**config.mk**
```make
export PLATFORM = sky130hd
export DESIGN_NAME = fifo_wr_arbiter
export DESIGN_NICKNAME = d
export VERILOG_FILES = /design/src/rtl/fifo_wr_arbiter.sv
export SDC_FILE = /design/constraint.sdc
export NUM_CORES = 1
export LEC_CHECK = 0
export ABC_CLOCK_PERIOD_IN_PS = 4800
export CORE_MARGIN = 2
export CORE_UTILIZATION = 42
export CTS_CLUSTER_SIZE = 16
export DETAILED_ROUTE_END_ITERATION = 12
export HOLD_SLACK_MARGIN = 0.1
export PLACE_DENSITY = 0.86
export RECOVER_POWER = 25
export SLEW_MARGIN = 20
export SYNTH_ARGS = -nofsm -noshare
export SYNTH_HDL_FRONTEND = slang
export SYNTH_SLANG_ARGS = --single-unit
```
**constraint.sdc**
```tcl
create_clock -name clk -period 4.8 [get_ports clk]
set_clock_uncertainty 0.05 [all_clocks]
set_input_delay 0.96 -clock clk [delete_from_list [all_inputs] [get_ports clk]]
set_output_delay 0.96 -clock clk [all_outputs]
set_load 0.01 [all_outputs]
```
**src/rtl/fifo_wr_arbiter.sv**
```systemverilog
// Round-robin write arbiter sharing one FIFO write port among NUM_REQ producers, with burst lock.
// Define FIFO_ARB_FIXED_PRIO_EN for fixed lowest-index-wins priority instead of round-robin.
module fifo_wr_arbiter #(
    parameter int NUM_REQ    = 4,
    parameter int FIFO_WIDTH = 16,
    parameter int MAX_BURST  = 4
) (
    input  logic                          clk,
    input  logic                          rst,
    input  logic [NUM_REQ-1:0]            req,
    input  logic [NUM_REQ*FIFO_WIDTH-1:0] req_data,
    output logic [NUM_REQ-1:0]            gnt,
    output logic [FIFO_WIDTH-1:0]         fifo_data_in,
    output logic                          fifo_wr_en,
    input  logic                          fifo_full,
    input  logic                          fifo_almostfull,
    input  logic                          fifo_overflow,
    output logic                          busy,
    output logic                          overflow_seen
);

    localparam int IW = $clog2(NUM_REQ);

    typedef enum logic {IDLE, BURST} state_t;

    state_t          state;
    logic [IW-1:0]   owner;
    logic [IW-1:0]   rr_ptr;
    logic [3:0]      beat_cnt;

    logic            block;
    logic            cap;
    logic            owner_ok;
    logic            scan_vld;
    logic [IW-1:0]   scan_idx;
    logic [IW-1:0]   scan_start;
    logic [IW-1:0]   cand;
    logic            win_vld;
    logic [IW-1:0]   win;
    logic [FIFO_WIDTH-1:0] win_data;

    function automatic logic [IW-1:0] next_idx(input logic [IW-1:0] i);
        return (int'(i) == NUM_REQ - 1) ? '0 : i + 1'b1;
    endfunction

    // A write already in flight consumes the last slot, so almostfull blocks only then.
    assign block = fifo_full | (fifo_almostfull & fifo_wr_en);
    assign cap   = (beat_cnt >= 4'(MAX_BURST));
    assign busy  = (state == BURST);

    assign owner_ok   = (state == BURST) && req[owner] && !cap;
    assign scan_start = (state == BURST) ? next_idx(owner) : rr_ptr;

    // During a burst the owner is excluded so a capped owner must pass through IDLE.
    always_comb begin
        scan_vld = 1'b0;
        scan_idx = '0;
        cand     = '0;
        for (int k = 0; k < NUM_REQ; k++) begin
            cand = IW'((int'(scan_start) + k) % NUM_REQ);
            if (!scan_vld && req[cand] && !(state == BURST && cand == owner)) begin
                scan_vld = 1'b1;
                scan_idx = cand;
            end
        end
    end

    always_comb begin
`ifdef FIFO_ARB_FIXED_PRIO_EN
        win_vld = (state == BURST) ? owner_ok : scan_vld;
`else
        win_vld = owner_ok | scan_vld;
`endif
        win = owner_ok ? owner : scan_idx;
        if (rst || block)
            win_vld = 1'b0;
        gnt = '0;
        if (win_vld)
            gnt[win] = 1'b1;
    end

    always_comb begin
        win_data = '0;
        for (int i = 0; i < NUM_REQ; i++)
            if (win == IW'(i))
                win_data = req_data[i*FIFO_WIDTH +: FIFO_WIDTH];
    end

    always_ff @(posedge clk) begin
        if (rst) begin
            fifo_wr_en    <= 1'b0;
            fifo_data_in  <= '0;
            overflow_seen <= 1'b0;
            state         <= IDLE;
            owner         <= '0;
            rr_ptr        <= '0;
            beat_cnt      <= '0;
        end else begin
            fifo_wr_en <= win_vld;
            if (win_vld)
                fifo_data_in <= win_data;
            if (fifo_overflow)
                overflow_seen <= 1'b1;

            case (state)
                IDLE: begin
                    if (win_vld) begin
                        state    <= BURST;
                        owner    <= win;
                        beat_cnt <= 4'd1;
                    end
                end
                BURST: begin
                    if (win_vld) begin
                        if (win == owner) begin
                            if (beat_cnt != 4'hF)
                                beat_cnt <= beat_cnt + 4'd1;
                        end else begin
                            owner    <= win;
                            beat_cnt <= 4'd1;
`ifndef FIFO_ARB_FIXED_PRIO_EN
                            rr_ptr   <= next_idx(owner);
`endif
                        end
                    end else if (!req[owner] || cap) begin
                        state  <= IDLE;
`ifndef FIFO_ARB_FIXED_PRIO_EN
                        rr_ptr <= next_idx(owner);
`endif
                    end
                end
                default: state <= IDLE;
            endcase
        end
    end

endmodule
```
# Word level (Yosys, flattened, before mapping)
# Index checks and enable logic that the tools add are counted.
[totals]
output_inout_bits = 23
reg_bits = 27
[classes]
eq_ne = 15
mux = 45
addsub = 5
magnitude_cmp = 8
reduce_logical = 30
n_bitwise = 4
[op_table]
columns = ["operator", "n"]
rows = [
  ["16-bit two-way mux", 4],
  ["2-bit two-way mux", 13],
  ["4-bit two-way mux", 5],
  ["2-bit by 3-bit < comparator with 1-bit output (second input constant)", 6],
  ["1-bit logical AND", 14],
  ["1-bit two-way mux", 14],
  ["1-bit binary-select mux with 2-bit select", 5],
  ["2-bit == test", 5],
  ["1-bit logical NOT", 9],
  ["3-bit AND reduction", 3],
  ["4-bit case mux with 2 select lines", 1],
  ["2-bit inequality test (second input constant)", 3],
  ["2-bit by 1-bit adder with 2-bit output (second input constant)", 2],
  ["2-bit adder (second input constant)", 2],
  ["4-bit by 1-bit adder with 4-bit output (second input constant)", 1],
  ["2-bit by 1-bit == test with 1-bit output (second input constant)", 2],
  ["2-bit == test (second input constant)", 2],
  ["4-bit by 3-bit greater-or-equal comparator with 1-bit output (second input constant)", 1],
  ["4-bit inequality test (second input constant)", 1],
  ["2-bit case mux with 2 select lines", 1],
  ["3-bit by 2-bit inequality test with 1-bit output (second input constant)", 1],
  ["1-bit demux with 2-bit select", 1],
  ["2-bit by 1-bit greater-or-equal comparator with 1-bit output (second input constant)", 1],
  ["2-bit logical NOT", 1],
  ["7 further kinds", 9],
]

# Depth between registers and ports, before layout
# Gate-level depths: netlist of the first run.
[depth]
word_depth = 26
depth_mapped = 11

# Least setup slack after synthesis of the first run
# OpenSTA, ideal clock, no wires.
[synth_path]
path_kind = "input to output"
from = "in req[3]"
to = "out gnt[1]"
n_path_buf = 2
slack_ns = 0.872
stages = 9
arrival_time_ns = 2.918
t_required_ns = 3.790
cell_sequence = "inv_1 -> nor3_1 -> nor3_1 -> a311o_2 -> o31a_1 -> a21oi_2 -> buf_6 -> buf_6 -> nor3b_1"
[synth_via]
elab_chain_cells = 22
word_cells_on_any_way = 39
cone_classes = "order compare: 2; mux: 23; bitwise: 1; reduce/logical: 13"
[synth_rtl]
columns = ["item", "line", "text"]
rows = [
  ["from (decl)", "10", "input logic [NUM_REQ-1:0] req,"],
  ["1-bit binary-select mux with 2-bit select", "61", "if (!scan_vld && req[cand] && !(state == BURST && cand == owner)) begin"],
  ["1-bit two-way mux (not written as such)", "61", ""],
  ["1-bit logical AND", "61", ""],
  ["1-bit two-way mux", "61", ""],
  ["1-bit logical NOT", "61", ""],
  ["1-bit logical AND (2 in a row)", "61", ""],
  ["1-bit two-way mux", "61", ""],
  ["1-bit logical NOT", "61", ""],
  ["(+4 left out)", "-", ""],
  ["1-bit logical AND (2 in a row)", "61", ""],
  ["2-bit two-way mux", "61", ""],
  ["2-bit two-way mux", "74", "win = owner_ok ? owner : scan_idx;"],
  ["2-bit by 3-bit < comparator with 1-bit output (not written as such) / 2-bit by 1-bit greater-or-equal comparator with 1-bit output (equally long branches)", "79", "gnt[win] = 1'b1;"],
  ["1-bit logical AND (not written as such)", "79", ""],
  ["1-bit two-way mux (not written as such)", "79", ""],
  ["1-bit demux with 2-bit select", "79", ""],
  ["4-bit two-way mux (*)", "78", "if (win_vld)"],
  ["to (decl)", "12", "output logic [NUM_REQ-1:0] gnt,"],
]
# Mark *: on every way between the ends. The rest lies on a longest branch, timed or not. The select of a mux whose other input is x is not followed.

# Worst setup path after layout of the first run
# Ends and elaborated chain as after synthesis.

==> flow_metrics.env, run 1 <==
export IMPL_tns_ns=0
export IMPL_report_final_slew_viol_count=0
export IMPL_crit_start="req[3]"
export IMPL_gr_total_overflow=0
export IMPL_yosys_area_top_type_share_pct=25.19
export IMPL_vias_per_cell=5.591
export IMPL_core_area_sq_mm=0.005010
export IMPL_wl_per_cell_microns=16.15
export IMPL_cts_tree="done"
export IMPL_rows=26
export IMPL_syn_inst=232
export IMPL_post_dp_cell_area_sq_mm=0.003186
export IMPL_yosysTopAreaCell="dfxtp_1"
export IMPL_min_path_type="reg -> reg"
export IMPL_irDropWorstVdd_v=0.0003164
export IMPL_cp_slowest_cell="clkdlybuf4s50_1"
export IMPL_placed_cells=396
export IMPL_cts_sinks=27
export IMPL_wl_met2_microns=3305
export IMPL_n_antenna_cell=0
export IMPL_hold_viol_final=0
export IMPL_first_global_vias=2191
export IMPL_wl_met3_microns=522
export IMPL_critPathTopFamily="buffers and inverters"
export IMPL_multi_input_area_sq_mm=0.001451
export IMPL_antenna_found_initial=0
export IMPL_min_from="fifo_data_in[10]"
export IMPL_wirelength_microns=6509
export IMPL_drt_iter0_drc=110
export IMPL_layoutNonFillerInstCount=403
export IMPL_portBuffers=95
export IMPL_dr_pass1_iters=4
export IMPL_die_h_microns=75.48
export IMPL_cts_root_buf="clkbuf_8"
export IMPL_stdcell_area_sq_mm=0.003282
export IMPL_grt_pass1_wl_microns=10290
export IMPL_hold_ws_ns=0.4137
export IMPL_post_route_min_period_ns=4.608
export IMPL_io_pins=96
export IMPL_syn_area_per_cell_sq_um=9.249
export IMPL_drive_gt1_share_pct=21.62
export IMPL_fill_cells=401
export IMPL_die_width_microns=75.48
export IMPL_hpwl_microns=5071
export IMPL_p_leak_nw=1.368
export IMPL_regArea_sq_um=540.5
export IMPL_grt_use_total_pct=23.28
export IMPL_status="complete, no violations"
export IMPL_power_density_mw_per_mm2=405.2
export IMPL_ys_seq_area_share_pct=25.19
export IMPL_async_flop_share_pct=0
export IMPL_nNetsFinal=409
export IMPL_netlist_top_cells_area="dfxtp_1, mux2_4, a22oi_2, o221ai_1, nand2_1"
export IMPL_ant_nets=0
export IMPL_path_clk_slew_ns=0.09
export IMPL_drc=0
export IMPL_reg2reg_slack_ns=1.29
export IMPL_path_max_fanout=7
export IMPL_ctsHtreeMaxLevel=1
export IMPL_grt_max_degree=18
export IMPL_ys_seq_elements=27
export IMPL_criticalPathCategory="in -> out"
export IMPL_synth_cell_types=61
export IMPL_via_count=2253
export IMPL_syn_to_final_growth_pct=52.94
export IMPL_cts_hold_buf=0
export IMPL_top_layer_used="met4"
export IMPL_start_util_pct=42.83
export IMPL_cp_buffers_inverters=3
export IMPL_synth_net_count=307
export IMPL_cpMostUsedCell="clkdlybuf4s50_1"
export IMPL_cts_buffer_depth=2
export IMPL_r2r_start="busy"
export IMPL_gp_congestion=0.9590
export IMPL_worst_pin_slew_ns=0.7308
export IMPL_max_cap_violations=0
export IMPL_synth_most_common_cell="dfxtp_1"
export IMPL_setup_viol=0
export IMPL_synthTopCellsByCount="dfxtp_1, nand2_1, inv_1, nor2_1, o221ai_1"
export IMPL_yosys_warnings=0
export IMPL_synthFlopType="dfxtp_1"
export IMPL_clk_latency_ns=0.27
export IMPL_cts_buffers=3
export IMPL_critPathArrivalTime_ns=3.60
export IMPL_cp_end_kind="primary output"
export IMPL_slew_headroom_pct=51.23
export IMPL_period_share_pct=96.01
export IMPL_die_area_sq_mm=0.005696
export IMPL_netlist_area_sq_mm=0.002146
export IMPL_path_cells="clkdlybuf4s50_1, inv_1, nor3_2, nor3_1, a311o_2, o31a_1, a21oi_4, nor3b_2, clkdlybuf4s50_1"
export IMPL_synth_edff_count=0
export IMPL_worstPathRequired_ns=3.79
export IMPL_m1WireLength_microns=2595
export IMPL_slowest_delay_ns=0.56
export IMPL_max_freq_ghz=0.2170
export IMPL_startpoint_type="input port"
## flip-flops by register name, indices dropped and copies added, names as in the netlist
register / cells
busy: 1
fifo_data_in: 16
rr_ptr: 2
owner: 2
fifo_wr_en: 1
beat_cnt: 4
overflow_seen: 1
## worst paths after layout
| kind | end | cells after the start |
|---|---|---|
| setup / recovery | gnt[1] | 9 |
| hold / removal | fifo_data_in[10] | 2 |
| setup reg to reg | fifo_data_in[15] | 11 |
| hold reg to reg | fifo_data_in[10] | 2 |
## where the power goes
part | leakage, nW | total (mW) | internal [mW] | switching (mW)
combinational | 1.12 | 0.885 | 0.466 | 0.418
sequential | 0.222 | 0.314 | 0.279 | 0.0356
clock | 0.0228 | 0.131 | 0.0595 | 0.0714
total | 1.37 | 1.33 | 0.804 | 0.525
## metal layers
| metal | vias to the layer above | global-route usage [%] |
|---|---|---|
| met1 | 1085 | 28.42 |
| met5 | - | 0 |
| met2 | 86 | 40.00 |
| met3 | 8 | 7.275 |
| met4 | 0 | 5.653 |
| li1 | 1074 | - |
## worst min-delay path: cells and delay by family (launching register included)
family / cells / cell delay, ns
AO/OA/AOI/OAI: 1 / 0.05
AND/OR/NAND/NOR: 1 / 0.05
flip-flops: 1 / 0.33
## cell type report
class                   instances  share of cell area, %
repair buffers                111                  32.63
inverters                      23                  2.631
multi-input cells             168                  44.22
well taps                      70                  2.669
clock buffers                   4                  1.372
flip-flops and latches         27                  16.47
## through the flow
step | util [%] | setup WS, ns | power (mW)
CTS | 64.64 | 0.02382 | 1.313
detailed placement | 63.59 | -0.01770 | 1.176
global placement | 63.54 | 0.1095 | 1.160
finish | 65.51 | 0.1917 | 1.330
floorplan | - | 0.8721 | 0.9141
global route | 65.51 | -0.004239 | 1.409
## cell families after synthesis
group                    synth area share, %
flip-flops                             25.19
AO/OA/AOI/OAI                          30.20
AND/OR/NAND/NOR                        16.21
buffers and inverters                  8.630
adder cells (fa/ha/maj)                1.166
XOR/XNOR                               1.225
multiplexers                           17.38
## layout by cell type, fill, tap and decap left out, types with 2 or more instances in the layout
cell type        count
nand2b_1             4
a21oi_4              2
a21oi_1              6
nor3b_2              2
nor2_1              15
o221ai_1            16
ha_1                 2
inv_1               21
clkdlybuf4s50_1     83
and2_1               2
dfxtp_1             27
nand3_1              2
nand2_1             23
dlygate4sd3_1       12
o21ai_0              3
clkbuf_8             3
a211o_1              2
and3_1               5
nor3_1               5
a22oi_2             15
mux2_4              15
inv_2                2
o221ai_2             3
xnor2_1              2
mux2i_1              8
buf_4               16
## timing repair
action                     in CTS  in global routing
gates resized for setup         1                  4
gates cloned                    0                  0
pin swaps                       0                  1
buffers inserted                0                  3
setup endpoints to repair       1                  4
Power figures use the tool's default switching activity.
==> inputs of run 2 (changes only) <==
CTS_BUF_LIST = sky130_fd_sc_hd__clkbuf_4 sky130_fd_sc_hd__clkbuf_8 sky130_fd_sc_hd__clkbuf_16   (was default)
REMOVE_ABC_BUFFERS = 1   (was default)
==> run 2 against run 1 <==
Global-route usage is 2.0 points lower. Non-clock buffer count is 1 lower. Sequential power hardly changed. Critical path depth is 1 higher. Maximum frequency hardly changed. Combinational power is 3.5% lower. Die area stayed put. Largest power group unchanged. Highest routed layer unchanged.
==> flow_metrics.env, run 2 (synthesis gave the netlist of run 1 again) <==
export IMPL_status="complete, no violations"
export IMPL_vias_per_cell=5.520
export IMPL_criticalPathCategory="in -> out"
export IMPL_die_h_microns=75.48
export IMPL_antenna_found_initial=0
export IMPL_gp_congestion=0.9391
export IMPL_cpMostUsedCell="clkdlybuf4s50_1"
export IMPL_path_max_fanout=6
export IMPL_clk_latency_ns=0.27
export IMPL_path_clk_slew_ns=0.09
export IMPL_final_common_cell="clkdlybuf4s50_1"
export IMPL_layoutNonFillerInstCount=402
export IMPL_max_cap_violations=0
export IMPL_r2r_start="busy"
export IMPL_portBuffers=95
export IMPL_cp_buffers_inverters=4
export IMPL_report_final_slew_viol_count=0
export IMPL_drt_iter0_drc=129
export IMPL_gr_total_overflow=0
export IMPL_period_share_pct=95.98
export IMPL_grt_use_total_pct=21.29
export IMPL_critPathArrivalTime_ns=3.60
export IMPL_cts_sinks=27
export IMPL_largest_register_ff_count=16
export IMPL_tns_ns=0
export IMPL_cp_slowest_cell="clkdlybuf4s50_1"
export IMPL_internal_power_mw=0.7937
export IMPL_dr_pass1_iters=4
export IMPL_irDropWorstVdd_v=0.0002319
export IMPL_cts_root_buf="clkbuf_8"
export IMPL_hpwl_microns=4788
export IMPL_n_antenna_cell=0
export IMPL_first_global_vias=2091
export IMPL_drc=0
export IMPL_max_freq_ghz=0.2171
export IMPL_power_density_mw_per_mm2=399.5
export IMPL_hold_viol_final=0
export IMPL_grt_pass1_wl_microns=9446
export IMPL_pre_cts_slack_ns=0.1392
export IMPL_die_area_sq_mm=0.005696
export IMPL_largestRegisters="fifo_data_in x16, beat_cnt x4"
export IMPL_syn_to_final_growth_pct=51.66
export IMPL_cts_hold_buf=0
export IMPL_drive_gt1_share_pct=20.48
export IMPL_rows=26
export IMPL_core_area_sq_mm=0.005010
export IMPL_via_count=2219
export IMPL_p_comb_share_pct=65.7
export IMPL_cts_buffer_depth=2
export IMPL_path_cells="clkdlybuf4s50_1, inv_1, nor3_2, nor3_1, a311o_2, o31a_1, a21oi_2, buf_4, and3_1, clkdlybuf4s50_1"
export IMPL_min_from="overflow_seen"
export IMPL_ant_nets=0
export IMPL_setup_viol=0
export IMPL_crit_start="req[3]"
export IMPL_p_leak_nw=1.354
export IMPL_pwr_share_clk_pct=10.3
export IMPL_regMostFlops="fifo_data_in"
export IMPL_hold_ws_ns=0.4148
export IMPL_cp_end_kind="primary output"
export IMPL_worst_slack_ns=0.1931
export IMPL_rsz0062_at_grt="false"
export IMPL_wl_per_cell_microns=15.06
export IMPL_wirelength_microns=6055
export IMPL_cts_buffers=3
export IMPL_worst_pin_slew_ns=0.5824
export IMPL_slowest_delay_ns=0.53
export IMPL_cts_setup_buffers=0
export IMPL_slew_headroom_pct=61.08
export IMPL_cts_tree="done"
export IMPL_p_switching_mw=0.5062
export IMPL_p_sw_share_pct=38.94
export IMPL_placed_cells=398
export IMPL_startpoint_type="input port"
export IMPL_critPathTopFamily="buffers and inverters"
export IMPL_post_route_min_period_ns=4.607
export IMPL_layout_common_cells="clkdlybuf4s50_1, dfxtp_1, nand2_1"
export IMPL_die_width_microns=75.48
export IMPL_start_util_pct=42.83
export IMPL_ctsHtreeMaxLevel=1
export IMPL_min_path_type="reg -> reg"
export IMPL_worstPathRequired_ns=3.79
export IMPL_io_pins=96
export IMPL_seq_power_share_pct=24.0
export IMPL_nNetsFinal=408
export IMPL_grt_max_degree=18
[run 2: worst paths after layout]
check	endpoint	slack (ns)	cells past startpoint
max	gnt[3]	0.19	10
min	overflow_seen	0.41	2
min reg2reg	overflow_seen	0.41	2
max reg2reg	fifo_data_in[9]	1.22	11
[run 2: what timing repair did]
item / 4_1_cts / 5_1_grt
endpoints found under the setup margin: 0 / 2
gates resized for setup: 0 / 2
endpoints found under the hold margin: 0 / 0
[run 2: through the flow]
stage / cell area, sq um / power, mW / util (%)
2_1_floorplan: 2047 / 0.8543 / -
3_3_place_gp: 3198 / 1.165 / 63.84
3_5_place_dp: 3198 / 1.174 / 63.84
4_1_cts: 3247 / 1.310 / 64.81
5_1_grt: 3254 / 1.379 / 64.96
6_report: 3254 / 1.300 / 64.96
[run 2: area by class of cell]
cell class | count | area [sq um]
fillers | 408 | 1755
multi-input cells | 168 | 1431
repair buffers | 110 | 1060
flip-flops and latches | 27 | 540.5
well taps | 70 | 87.58
inverters | 23 | 86.33
clock buffers | 4 | 48.80
[run 2: power by group through the flow]
stage | combinational, mW | clock, mW | sequential, mW
floorplan | 0.514 | 0 | 0.341
global placement | 0.849 | 0 | 0.316
detailed placement | 0.857 | 0 | 0.316
CTS | 0.861 | 0.136 | 0.313
global route | 0.916 | 0.145 | 0.319
finish | 0.854 | 0.135 | 0.312
[run 2: worst min-delay path: cells and delay by family (launching register included)]
family | cells | cell delay (ns)
DFF | 1 | 0.33
and+or+nand+nor | 2 | 0.10
[run 2: layer usage]
layer | part of all wire (%) | global-route usage (%) | up-vias | wire (microns)
met2 | 51 | 37.49 | 109 | 3076
met1 | 38 | 26.11 | 1031 | 2321
met5 | 0 | 0 | - | 0
met4 | 0.76 | 3.314 | 0 | 46
met3 | 10 | 6.481 | 6 | 611
li1 | - | - | 1073 | -
==> inputs of run 3 (changes only) <==
CELL_PAD_IN_SITES_DETAIL_PLACEMENT = 1   (was default)
CELL_PAD_IN_SITES_GLOBAL_PLACEMENT = 1   (was default)
CORE_UTILIZATION = 31   (was 42)
GPL_TIMING_DRIVEN = 0   (was default)
PLACE_DENSITY = 0.87   (was 0.86)
==> run 3 against run 2 <==
First-iteration DRC count shrank 44%. Combinational power rose by 9.5%. Total power is 7.2% higher. Register-to-register slack lost 0.27 ns. Clock power hardly changed. Cell area up 2.7%. Worst hold slack gained 0.0024 ns. Flip-flop and latch count unchanged. Critical path depth unchanged. Maximum frequency is 1.2% lower. Via count rose by 2.1%. Non-clock buffer count decreased by 6.
==> flow_metrics.env, run 3 (synthesis gave the netlist of run 1 again) <==
export IMPL_status="complete, no violations"
export IMPL_final_common_cell="clkdlybuf4s50_1"
export IMPL_grt_use_total_pct=21.00
export IMPL_cts_buffers=3
export IMPL_ctsHtreeMaxLevel=1
export IMPL_start_util_pct=31.76
export IMPL_dr_pass1_iters=4
export IMPL_gp_congestion=0.8958
export IMPL_min_path_type="reg -> reg"
export IMPL_cts_tree="done"
export IMPL_path_cells="clkdlybuf4s50_1, inv_1, nor3_2, nor3_1, a311o_2, mux2i_4, a21oi_4, buf_6, and3_1, clkdlybuf4s50_1"
export IMPL_post_route_min_period_ns=4.663
export IMPL_min_from="fifo_data_in[10]"
export IMPL_cts_hold_buf=0
export IMPL_layoutNonFillerInstCount=408
export IMPL_rsz0062_at_grt="false"
export IMPL_cts_buffer_depth=2
export IMPL_drive_gt1_share_pct=23.48
export IMPL_power_mw=1.394
export IMPL_hold_viol_final=0
export IMPL_report_final_slew_viol_count=0
export IMPL_n_antenna_cell=0
export IMPL_power_density_mw_per_mm2=417.0
export IMPL_cp_slowest_cell="clkdlybuf4s50_1"
export IMPL_clk_latency_ns=0.27
export IMPL_placed_cells=393
export IMPL_die_width_microns=87.20
export IMPL_critPathArrivalTime_ns=3.65
export IMPL_wl_per_cell_microns=18.63
export IMPL_core_area_sq_mm=0.006756
export IMPL_worstPathRequired_ns=3.79
export IMPL_portBuffers=95
export IMPL_hpwl_microns=5439
export IMPL_cts_root_buf="clkbuf_8"
export IMPL_p_leak_nw=1.382
export IMPL_cpMostUsedCell="clkdlybuf4s50_1"
export IMPL_period_share_pct=97.14
export IMPL_max_freq_ghz=0.2145
export IMPL_largestRegisters="fifo_data_in x16, beat_cnt x4"
export IMPL_syn_to_final_growth_pct=55.80
export IMPL_drc=0
export IMPL_slowest_delay_ns=0.53
export IMPL_cp_end_kind="primary output"
export IMPL_nNetsFinal=404
export IMPL_antenna_found_initial=0
export IMPL_crit_start="req[3]"
export IMPL_rows=30
export IMPL_setup_viol=0
export IMPL_startpoint_type="input port"
export IMPL_cts_sinks=27
export IMPL_via_count=2265
export IMPL_criticalPathCategory="in -> out"
export IMPL_layout_common_cells="clkdlybuf4s50_1, dfxtp_1, nand2_1"
export IMPL_vias_per_cell=5.551
export IMPL_path_clk_slew_ns=0.09
export IMPL_max_cap_violations=0
export IMPL_gr_total_overflow=0
export IMPL_worst_pin_slew_ns=0.9675
export IMPL_drt_iter0_drc=72
export IMPL_ant_nets=0
export IMPL_first_global_vias=2417
export IMPL_die_h_microns=87.20
export IMPL_io_pins=96
export IMPL_hold_ws_ns=0.4173
export IMPL_wirelength_microns=7603
export IMPL_r2r_start="owner[1]"
export IMPL_irDropWorstVdd_v=0.0001803
export IMPL_regMostFlops="fifo_data_in"
export IMPL_slew_headroom_pct=35.50
export IMPL_largest_register_ff_count=16
export IMPL_grt_pass1_wl_microns=12400
export IMPL_die_area_sq_mm=0.007604
export IMPL_path_max_fanout=10
export IMPL_tns_ns=0
export IMPL_grt_max_degree=21
[run 3: cell count changes in the layout (fill, tap and decap cells not counted), sizes merged]
cell and delta:
clkbuf -1, a21oi +2, dlymetal6s2s +1, clkdlybuf4s50 -2, buf -5, dlygate4sd3 +1
[run 3: stage by stage]
step / util (%) / setup WS, ns / instance area (sq um)
finish: 49.48 / 0.1371 / 3343
global route: 49.48 / 0.01569 / 3343
CTS: 48.41 / 0.01356 / 3271
detailed placement: 46.00 / -0.8489 / 3108
global placement: 45.85 / -1.080 / 3098
floorplan: - / 0.4138 / 2047
[run 3: layout make-up]
class / count / area (sq um)
flip-flops and latches: 27 / 546.8
fillers: 782 / 3413
well taps: 80 / 100.1
repair buffers: 104 / 1025
clock buffers: 4 / 48.80
inverters: 23 / 86.33
multi-input cells: 170 / 1536
[run 3: report_power, final]
group | internal [mW] | switching (mW) | leakage (nW) | total (mW)
registers | 0.280 | 0.0434 | 0.223 | 0.323
logic | 0.470 | 0.465 | 1.13 | 0.935
clock network | 0.0651 | 0.0705 | 0.0262 | 0.136
[run 3: worst paths after layout]
path | to | slack (ns) | depth (start not counted)
worst max-delay path | gnt[3] | 0.14 | 10
worst min-delay path | fifo_data_in[10] | 0.42 | 2
worst max register to register | fifo_data_in[8] | 0.95 | 11
worst min register to register | fifo_data_in[10] | 0.42 | 2
[run 3: what timing repair did]
item                                    4_1_cts  5_1_grt
resized for setup                             9       12
pin swaps                                     3        3
endpoints found under the setup margin        4        4
cloned                                        2        0
buffers inserted                              6        3
[run 3: metal layers]
layer | vias to the layer above | global-route usage [%] | share of wire [%]
met5 | - | 0 | 0
met2 | 87 | 36.22 | 50
met3 | 14 | 6.825 | 7.6
li1 | 1063 | - | -
met1 | 1101 | 24.35 | 40
met4 | 0 | 7.273 | 2.7
[run 3: worst max-delay path: cells and delay by family]
| family | cells | cell delay, ns |
|---|---|---|
| compound gates | 2 | 0.63 |
| buf+inv | 4 | 1.35 |
| mux | 1 | 0.24 |
| simple gates | 3 | 0.48 |
